**src/rtl/dut_pkg.sv**
```systemverilog
// dut_pkg: shared state encoding, memory map constants and operand/product types
package dut_pkg;
  localparam int NPAIRS = 16;
  localparam int OP_BASE = 0;
  localparam int RES_BASE = 64;
  localparam int MEM_DEPTH = 256;
  typedef enum logic [2:0] {IDLE, ARMED, LOAD, MUL, STORE, DONE} state_e;
  typedef logic signed [15:0] operand_t;
  typedef logic signed [31:0] product_t;
endpackage

```
**src/rtl/dat_mem.sv**
```systemverilog
// dat_mem: single-port byte memory, asynchronous read, synchronous write
module dat_mem
  import dut_pkg::*;
(
  input  logic       clk,
  input  logic       wr_en,
  input  logic [7:0] addr,
  input  logic [7:0] din,
  output logic [7:0] dout
);
  logic [7:0] core [MEM_DEPTH];
  assign dout = core[addr];
  always_ff @(posedge clk) if (wr_en) core[addr] <= din;
endmodule

```
**src/rtl/dut.sv**
```systemverilog
// dut: multiplies 16 signed 16-bit operand pairs held in dm and writes 32-bit products back.
// DUT_SEQ_MULT_EN selects a 16-cycle radix-2 Booth multiplier instead of a single-cycle one.
module dut
  import dut_pkg::*;
(
  input  logic clk,
  input  logic rst_n,
  input  logic start,
  output logic done
);
  state_e state_q, state_d;
  logic [3:0] pair_q, pair_d, cnt_q, cnt_d;
  operand_t a_q, a_d, b_q, b_d;
  product_t p_q, p_d;
  logic wr_en;
  logic [7:0] addr, din, dout;
  logic [1:0] idx;
  assign idx = cnt_q[1:0];
`ifdef DUT_SEQ_MULT_EN
  // booth_q = {accumulator[16:0], multiplier[15:0], q_minus_1}
  logic [33:0] booth_q, booth_d, booth_sh;
  logic [16:0] m, sum;
  assign m = {a_q[15], a_q};
  assign sum = booth_q[33:17] + (booth_q[1:0] == 2'b01 ? m : booth_q[1:0] == 2'b10 ? -m : 17'd0);
  assign booth_sh = {sum[16], sum, booth_q[16:1]};
`endif
  dat_mem dm (.clk(clk), .wr_en(wr_en), .addr(addr), .din(din), .dout(dout));
  assign wr_en = state_q == STORE;
  assign addr = (state_q == STORE ? 8'(RES_BASE) : 8'(OP_BASE)) + {2'b00, pair_q, idx};
  assign din = idx == 2'd0 ? p_q[31:24] : idx == 2'd1 ? p_q[23:16] : idx == 2'd2 ? p_q[15:8] : p_q[7:0];
  assign done = state_q == DONE;
  always_comb begin
    state_d = state_q;
    pair_d = pair_q;
    cnt_d = cnt_q;
    a_d = a_q;
    b_d = b_q;
    p_d = p_q;
`ifdef DUT_SEQ_MULT_EN
    booth_d = booth_q;
`endif
    case (state_q)
      IDLE: state_d = start ? ARMED : IDLE;
      ARMED: if (!start) begin
        state_d = LOAD;
        pair_d = '0;
        cnt_d = '0;
      end
      LOAD: begin
        cnt_d = cnt_q + 4'd1;
        case (idx)
          2'd0: a_d[15:8] = dout;
          2'd1: a_d[7:0] = dout;
          2'd2: b_d[15:8] = dout;
          default: b_d[7:0] = dout;
        endcase
        if (idx == 2'd3) begin
          state_d = MUL;
          cnt_d = '0;
`ifdef DUT_SEQ_MULT_EN
          booth_d = {17'd0, b_q[15:8], dout, 1'b0};
`endif
        end
      end
      MUL: begin
`ifdef DUT_SEQ_MULT_EN
        booth_d = booth_sh;
        cnt_d = cnt_q + 4'd1;
        if (cnt_q == 4'd15) begin
          p_d = booth_sh[32:1];
          state_d = STORE;
          cnt_d = '0;
        end
`else
        p_d = b_q * a_q;
        state_d = STORE;
`endif
      end
      STORE: begin
        cnt_d = cnt_q + 4'd1;
        if (idx == 2'd3) begin
          cnt_d = '0;
          if (pair_q == 4'(NPAIRS - 1)) state_d = DONE;
          else begin
            pair_d = pair_q + 4'd1;
            state_d = LOAD;
          end
        end
      end
      DONE: state_d = start ? ARMED : DONE;
      default: state_d = IDLE;
    endcase
  end
  always_ff @(posedge clk or negedge rst_n) begin
    if (!rst_n) begin
      state_q <= IDLE;
      pair_q <= '0;
      cnt_q <= '0;
      a_q <= '0;
      b_q <= '0;
      p_q <= '0;
`ifdef DUT_SEQ_MULT_EN
      booth_q <= '0;
`endif
    end else begin
      state_q <= state_d;
      pair_q <= pair_d;
      cnt_q <= cnt_d;
      a_q <= a_d;
      b_q <= b_d;
      p_q <= p_d;
`ifdef DUT_SEQ_MULT_EN
      booth_q <= booth_d;
`endif
    end
  end
endmodule

```
**config.mk**
```make
export PLATFORM = sky130hd
export DESIGN_NAME = dut
export DESIGN_NICKNAME = d
export VERILOG_FILES = /design/src/rtl/dut_pkg.sv /design/src/rtl/dat_mem.sv /design/src/rtl/dut.sv
export SDC_FILE = /design/constraint.sdc
export NUM_CORES = 1
export LEC_CHECK = 0
export ABC_CLOCK_PERIOD_IN_PS = 1600
export BUFFER_PORTS_ARGS = -buffer_cell sky130_fd_sc_hd__buf_4
export CORE_MARGIN = 2
export CORE_UTILIZATION = 40
export CTS_CLUSTER_SIZE = 8
export DETAILED_ROUTE_END_ITERATION = 6
export GPL_TIMING_DRIVEN = 0
export PLACE_DENSITY_LB_ADDON = 0.1
export SYNTH_ARGS = -nofsm -noshare
export SYNTH_HDL_FRONTEND = slang
export SYNTH_SLANG_ARGS = --single-unit
```
**constraint.sdc**
```tcl
create_clock -name clk -period 1.6 [get_ports clk]
set_input_delay 0.08 -clock clk [delete_from_list [all_inputs] [get_ports clk]]
set_output_delay 0.08 -clock clk [all_outputs]
set_load 0.01 [all_outputs]
```
==> results.yml, run 1 <==
global_route:
  grt_start_max_net_pins: 11
  grt-ovfl-total: 0
  grt_pass1_wl_um: 1990
  antenna_found_initial: 0
  grtUsageTotal_pct: 14.8
  grt_pass1_vias: 452
place:
  place_ws_ns: 0.157
  gp_congestion: 0.844
  post-dp-hpwl_um: 846
  portBuffers: 3
flow_run:
  maxCapViolations: 0
critical_path:
  r2r-end: "pair_q[0]"
  r2r_start: "cnt_q[0]"
  crit_required_ns: 1.76
  crit_end: "pair_q[0]"
  slowest_stage: "dfrtp_1"
  critical_path_arrival_ns: 1.61
  cp_slowest_stage_delay_ns: 0.40
  worstPathCellList: "ha_1 -> and4bb_4 -> and2_1 -> mux2_2"
  critPathMaxFanout: 5
  cp-start-kind: "register"
  cp-end-kind: "register"
  reg2reg_depth: 4
  crit_type: "reg -> reg"
  ff2ff_setup_slack_ns: 0.15
  crit_path_start: "cnt_q[0]"
synthesis:
  synthSimpleGateAreaFrac_pct: 23.4
  synthCells: 53
  synthMuxAreaShare_pct: 7.21
  synth.cell_area_um2: 573
  seq_area_frac_synth_pct: 39.3
  synth_top_cell_area_share_pct: 39.3
  yosysWarningCount: 0
  synth-adder-area-share_pct: 4.37
  synth_largest_area_cell: "dfrtp_1"
  ys_top_cells_by_area: "dfrtp_1 39%, mux2i_1 5.2%, ha_1 4.4%"
  syn_nets: 58
  synth_top_family_by_area: "simple AND/OR/NAND/NOR gates"
  synth_cell_type_count: 32
  avgSynthCellArea_um2: 10.8
  synth_seq_cells: 9
  synth_compound_area_share_pct: 19.4
  post_synth_xor_area_fraction_pct: 1.53
timing:
  max_slew_margin_pct: 76.8
  report.final.slew_viol_count: 0
  setup_ws_ns: 0.147
  skew_ns: 0.00429
  tightestPinTransition_ns: 0.344
  rsz0062_at_grt: "false"
  hold_viol_final: 0
  fin_crit_sh_pct: 90.8
  fin_tns_setup_ns: 0
  period_minus_slack_ns: 1.45
  finalSetupViolations: 0
  max_clock_freq_ghz: 0.688
floorplanning:
  ios: 4
  core_area_mm2: 0.00132
  die_area_mm2: 0.00175
  start_util_pct: 43.5
  die_w_um: 41.9
  num_rows: 13
  die_h_um: 41.9
clock_network:
  clock_latency_ns: 0.27
  clock-sinks: 9
  clk_pin_slew_ns: 0.07
  cts_inserted_buffers: 3
  clockBufferDepth: 2
  cts_tree: "yes"
  cts_root_buf: "clkbuf_4"
  cts_max_level: 1
layout:
  layout_commonest_cell: "dfrtp_1"
  finalNetCount: 67
  drive_gt1_share_pct: 26.2
  multiInputGateArea_um2: 320
  fillers: 114
  final-seq-area_um2: 225
  antenna_cells: 0
  syn2layout_area_growth_pct: 13.8
route:
  drt_iter0_markers: 25
  wl_met3_um: 66
  vias_per_cell: 6.24
  drc: 0
  routed_wl_um: 1160
  postRouteAntennaNets: 0
  avgRoutedWirePerCell_um: 15.3
  vias: 474
  highest_layer: "met4"
  wl_met1_um: 522
  met2RoutedLength_um: 551
  drt_first_pass_iters: 4
pwr:
  p_per_area_mw_per_mm2: 1610
  leakagePower_nw: 0.307
  peakVddDrop_mv: 0.541
run_status:
  status: "finished clean"
min_path:
  hold_class: "in -> async"
[how the worst min path moves through the flow]
stage | slack [ns] | end | startpoint | cells past startpoint
final | 0.17 | pair_q[3] | rst_n | 2
after global routing | 0.18 | pair_q[3] | rst_n | 2
after CTS | 0.17 | state_q[1] | start | 3
after detailed placement | -0.09 | state_q[1] | rst_n | 1
after global placement | -0.09 | pair_q[3] | rst_n | 1
after floorplan | -0.22 | cnt_q[0] | rst_n | 0
[cells in the mapped netlist]
cell	instances
a211oi_1	1
a21bo_2	1
o31ai_1	1
mux2i_1	3
dfrtp_1	9
a22o_1	2
and4bb_4	1
and2_1	2
buf_2	1
a31oi_1	1
nand2_1	1
nand3b_1	1
or2_2	1
nor2_1	2
mux2_2	1
nand3_1	2
nor3_1	1
o21ai_0	3
nor2b_1	2
nor4b_2	1
a22oi_1	1
or4b_4	1
a41oi_1	1
buf_6	2
and3_1	1
and2b_1	1
ha_1	2
and4b_1	1
o311ai_0	1
a21oi_1	3
a21o_1	1
xor2_1	1
[where the power goes]
part	internal [mW]	switching, mW
sequential	0.296	0.0613
combinational	0.260	0.244
clock	0.0924	0.0917
[layer usage]
layer  up-vias  track usage, %
met1       231            18.4
met5         -               0
met3         5            2.61
li1        222               -
met4         0            5.81
met2        16            25.0
[critical path: cells and delay by family, from the launching register on]
| kind | cells | cell delay (ns) |
|---|---|---|
| fa+ha+maj | 1 | 0.27 |
| mux | 1 | 0.26 |
| simple gates | 2 | 0.42 |
| flops | 1 | 0.40 |
[repair_timing]
item	in CTS	in global routing
setup buffers	0	0
resized for setup	0	0
endpoints found under the hold margin	9	0
hold buffers	1	0
[per-stage QoR]
step	hold WS (ns)	cell area (um2)	total power, mW	util, %	std cells
after floorplan	-0.216	573	0.749	-	53
after global placement	-0.0927	614	0.822	46.6	71
after detailed placement	-0.0876	614	0.863	46.6	71
after CTS	0.172	652	1.04	49.5	76
after global routing	0.183	652	1.13	49.5	76
final	0.169	652	1.05	49.5	76
[cell families after synthesis]
logic type      count (synthesis)
buf+inv                         3
simple gates                   18
fa+ha+maj                       2
xor+xnor                        1
compound gates                 16
flops                           9
mux                             4
[state kept, by name (all words and copies together), names as in the netlist]
signal and count:
cnt_q 2, state_q 3, pair_q 4
[layout make-up]
class | instances | area share [%]
clock buffers | 3 | 3.45
plain buffers | 3 | 4.22
multi-input cells | 41 | 49.1
clock inverters | 1 | 0.768
well taps | 15 | 2.88
flip-flops and latches | 9 | 34.5
repair buffers | 4 | 4.99
(Power assumes the default switching activity.)
==> inputs of run 2 (changes only) <==
--- a/config.mk
+++ b/config.mk
@@ -8,11 +8,11 @@
 export ABC_CLOCK_PERIOD_IN_PS = 1600
 export BUFFER_PORTS_ARGS = -buffer_cell sky130_fd_sc_hd__buf_4
 export CORE_MARGIN = 2
-export CORE_UTILIZATION = 40
+export CORE_UTILIZATION = 25
 export CTS_CLUSTER_SIZE = 8
 export DETAILED_ROUTE_END_ITERATION = 6
 export GPL_TIMING_DRIVEN = 0
-export PLACE_DENSITY_LB_ADDON = 0.1
+export PLACE_DENSITY_LB_ADDON = 0.3
 export SYNTH_ARGS = -nofsm -noshare
 export SYNTH_HDL_FRONTEND = slang
 export SYNTH_SLANG_ARGS = --single-unit
==> results.yml, run 2 (synthesized netlist as in run 1, its figures left out) <==
run_status:
  status: "finished clean"
layout:
  antenna_cells: 0
  finalNetCount: 67
  drive_gt1_share_pct: 24.6
  fillers: 232
  layout_commonest_cell: "dfrtp_1"
  stdcell_area_um2: 667
  largest_register: "pair_q"
  syn2layout_area_growth_pct: 16.4
  largest_register_ff_count: 4
  reg_top3: "pair_q x4, state_q x3, cnt_q x2"
global_route:
  antenna_found_initial: 0
  grt_start_max_net_pins: 11
  grt-ovfl-total: 0
  grtUsageTotal_pct: 10.5
  grt_pass1_wl_um: 2110
  grt_pass1_vias: 458
pwr:
  p_clk_share_pct: 17.1
  netSwitchingFraction_pct: 36.6
  peakVddDrop_mv: 0.632
  p_per_area_mw_per_mm2: 1540
  p_seq_share_pct: 34.9
  pwr-share-comb_pct: 47.9
  power.switching_mw: 0.377
  leakagePower_nw: 0.304
  p_int_mw: 0.652
timing:
  fin_crit_sh_pct: 93.4
  max_slew_margin_pct: 81.4
  rsz0062_at_grt: "false"
  period_minus_slack_ns: 1.49
  hold_viol_final: 0
  tightestPinTransition_ns: 0.276
  fin_tns_setup_ns: 0
  finalSetupViolations: 0
  report.final.slew_viol_count: 0
  max_clock_freq_ghz: 0.669
  skew_ns: 0.00449
place:
  post-dp-hpwl_um: 809
  gp_congestion: 0.735
  placed_area_um2: 631
  portBuffers: 3
clock_network:
  clockBufferDepth: 2
  cts_setup_buffers: 0
  clock-sinks: 9
  cts_tree: "yes"
  clock_latency_ns: 0.26
  clk_pin_slew_ns: 0.06
  cts_max_level: 1
  cts_root_buf: "clkbuf_4"
  cts_inserted_buffers: 3
floorplanning:
  core_area_mm2: 0.00219
  start_util_pct: 26.2
  die_w_um: 51.9
  die_h_um: 51.9
  die_area_mm2: 0.00269
  ios: 4
  num_rows: 17
route:
  routed_wl_um: 1120
  drc: 0
  drt_first_pass_iters: 4
  postRouteAntennaNets: 0
  vias_per_cell: 5.00
  avgRoutedWirePerCell_um: 12.6
  vias: 445
  drt_iter0_markers: 9
critical_path:
  crit_required_ns: 1.74
  crit_type: "reg -> reg"
  critical_path_arrival_ns: 1.64
  cp-start-kind: "register"
  critPathMaxFanout: 5
  cp-end-kind: "register"
flow_run:
  maxCapViolations: 0
min_path:
  hold_class: "in -> async"
==> run 2: changes by cell type in the layout (fill, tap and decap cells not counted) <==
| cell | previous run | this run |
|---|---|---|
| clkbuf_1 | 0 | 1 |
| clkinv_2 | 1 | 0 |
==> run 2: timing repair <==
| item | in CTS | in global routing |
|---|---|---|
| hold buffers | 1 | 0 |
| hold endpoints to repair | 9 | 0 |
| gates resized for setup | 0 | 0 |
==> run 2: final timing paths <==
check / start / to / slack (ns) / depth (start not counted)
max: cnt_q[0] / pair_q[0] / 0.11 / 4
min: rst_n / pair_q[3] / 0.18 / 2
max reg2reg: cnt_q[0] / pair_q[0] / 0.11 / 4
min reg2reg: pair_q[1] / pair_q[1] / 0.53 / 1
max in group asynchronous: rst_n / pair_q[0] / 1.27 / 2
min in group clk: start / cnt_q[1] / 0.18 / 3
==> run 2: cell type report <==
class	instances	area, um2	area share (%)
clock buffers	4	26.3	3.94
flip-flops and latches	9	225	33.8
plain buffers	3	27.5	4.13
multi-input cells	41	320	48.0
well taps	28	35.0	5.25
repair buffers	4	32.5	4.88
==> run 2: worst max-delay path, stage by stage, from the launching register on <==
cell and delay [ns]:
dfrtp_1 0.42, ha_1 0.29, and4bb_4 0.25, and2_1 0.17, mux2_2 0.26
==> run 2: power groups by stage <==
stage	clock (mW)	sequential (mW)	combinational, mW
2_1_floorplan	0	0.345	0.404
3_3_place_gp	0	0.357	0.481
3_5_place_dp	0	0.361	0.494
4_1_cts	0.184	0.357	0.496
5_1_grt	0.196	0.370	0.565
6_report	0.176	0.359	0.493
==> run 2: stage by stage <==
stage               total power [mW]  instances  hold WS [ns]  setup WS, ns  utilization, %
CTS                             1.04         89         0.170         0.100            30.4
finish                          1.03         89         0.177         0.106            30.4
global placement               0.838         84       -0.0838         0.136            28.8
floorplan                      0.749         53        -0.216         0.241               -
detailed placement             0.855         84       -0.0847         0.127            28.8
global route                    1.13         89         0.178        0.0338            30.4
==> run 2: routing by layer <==
layer	track usage (%)	part of all wire [%]	vias up
met5	0	0	-
met4	1.32	0	0
met3	4.31	2.8	0
met2	14.8	44	6
met1	15.2	53	221
li1	-	-	218
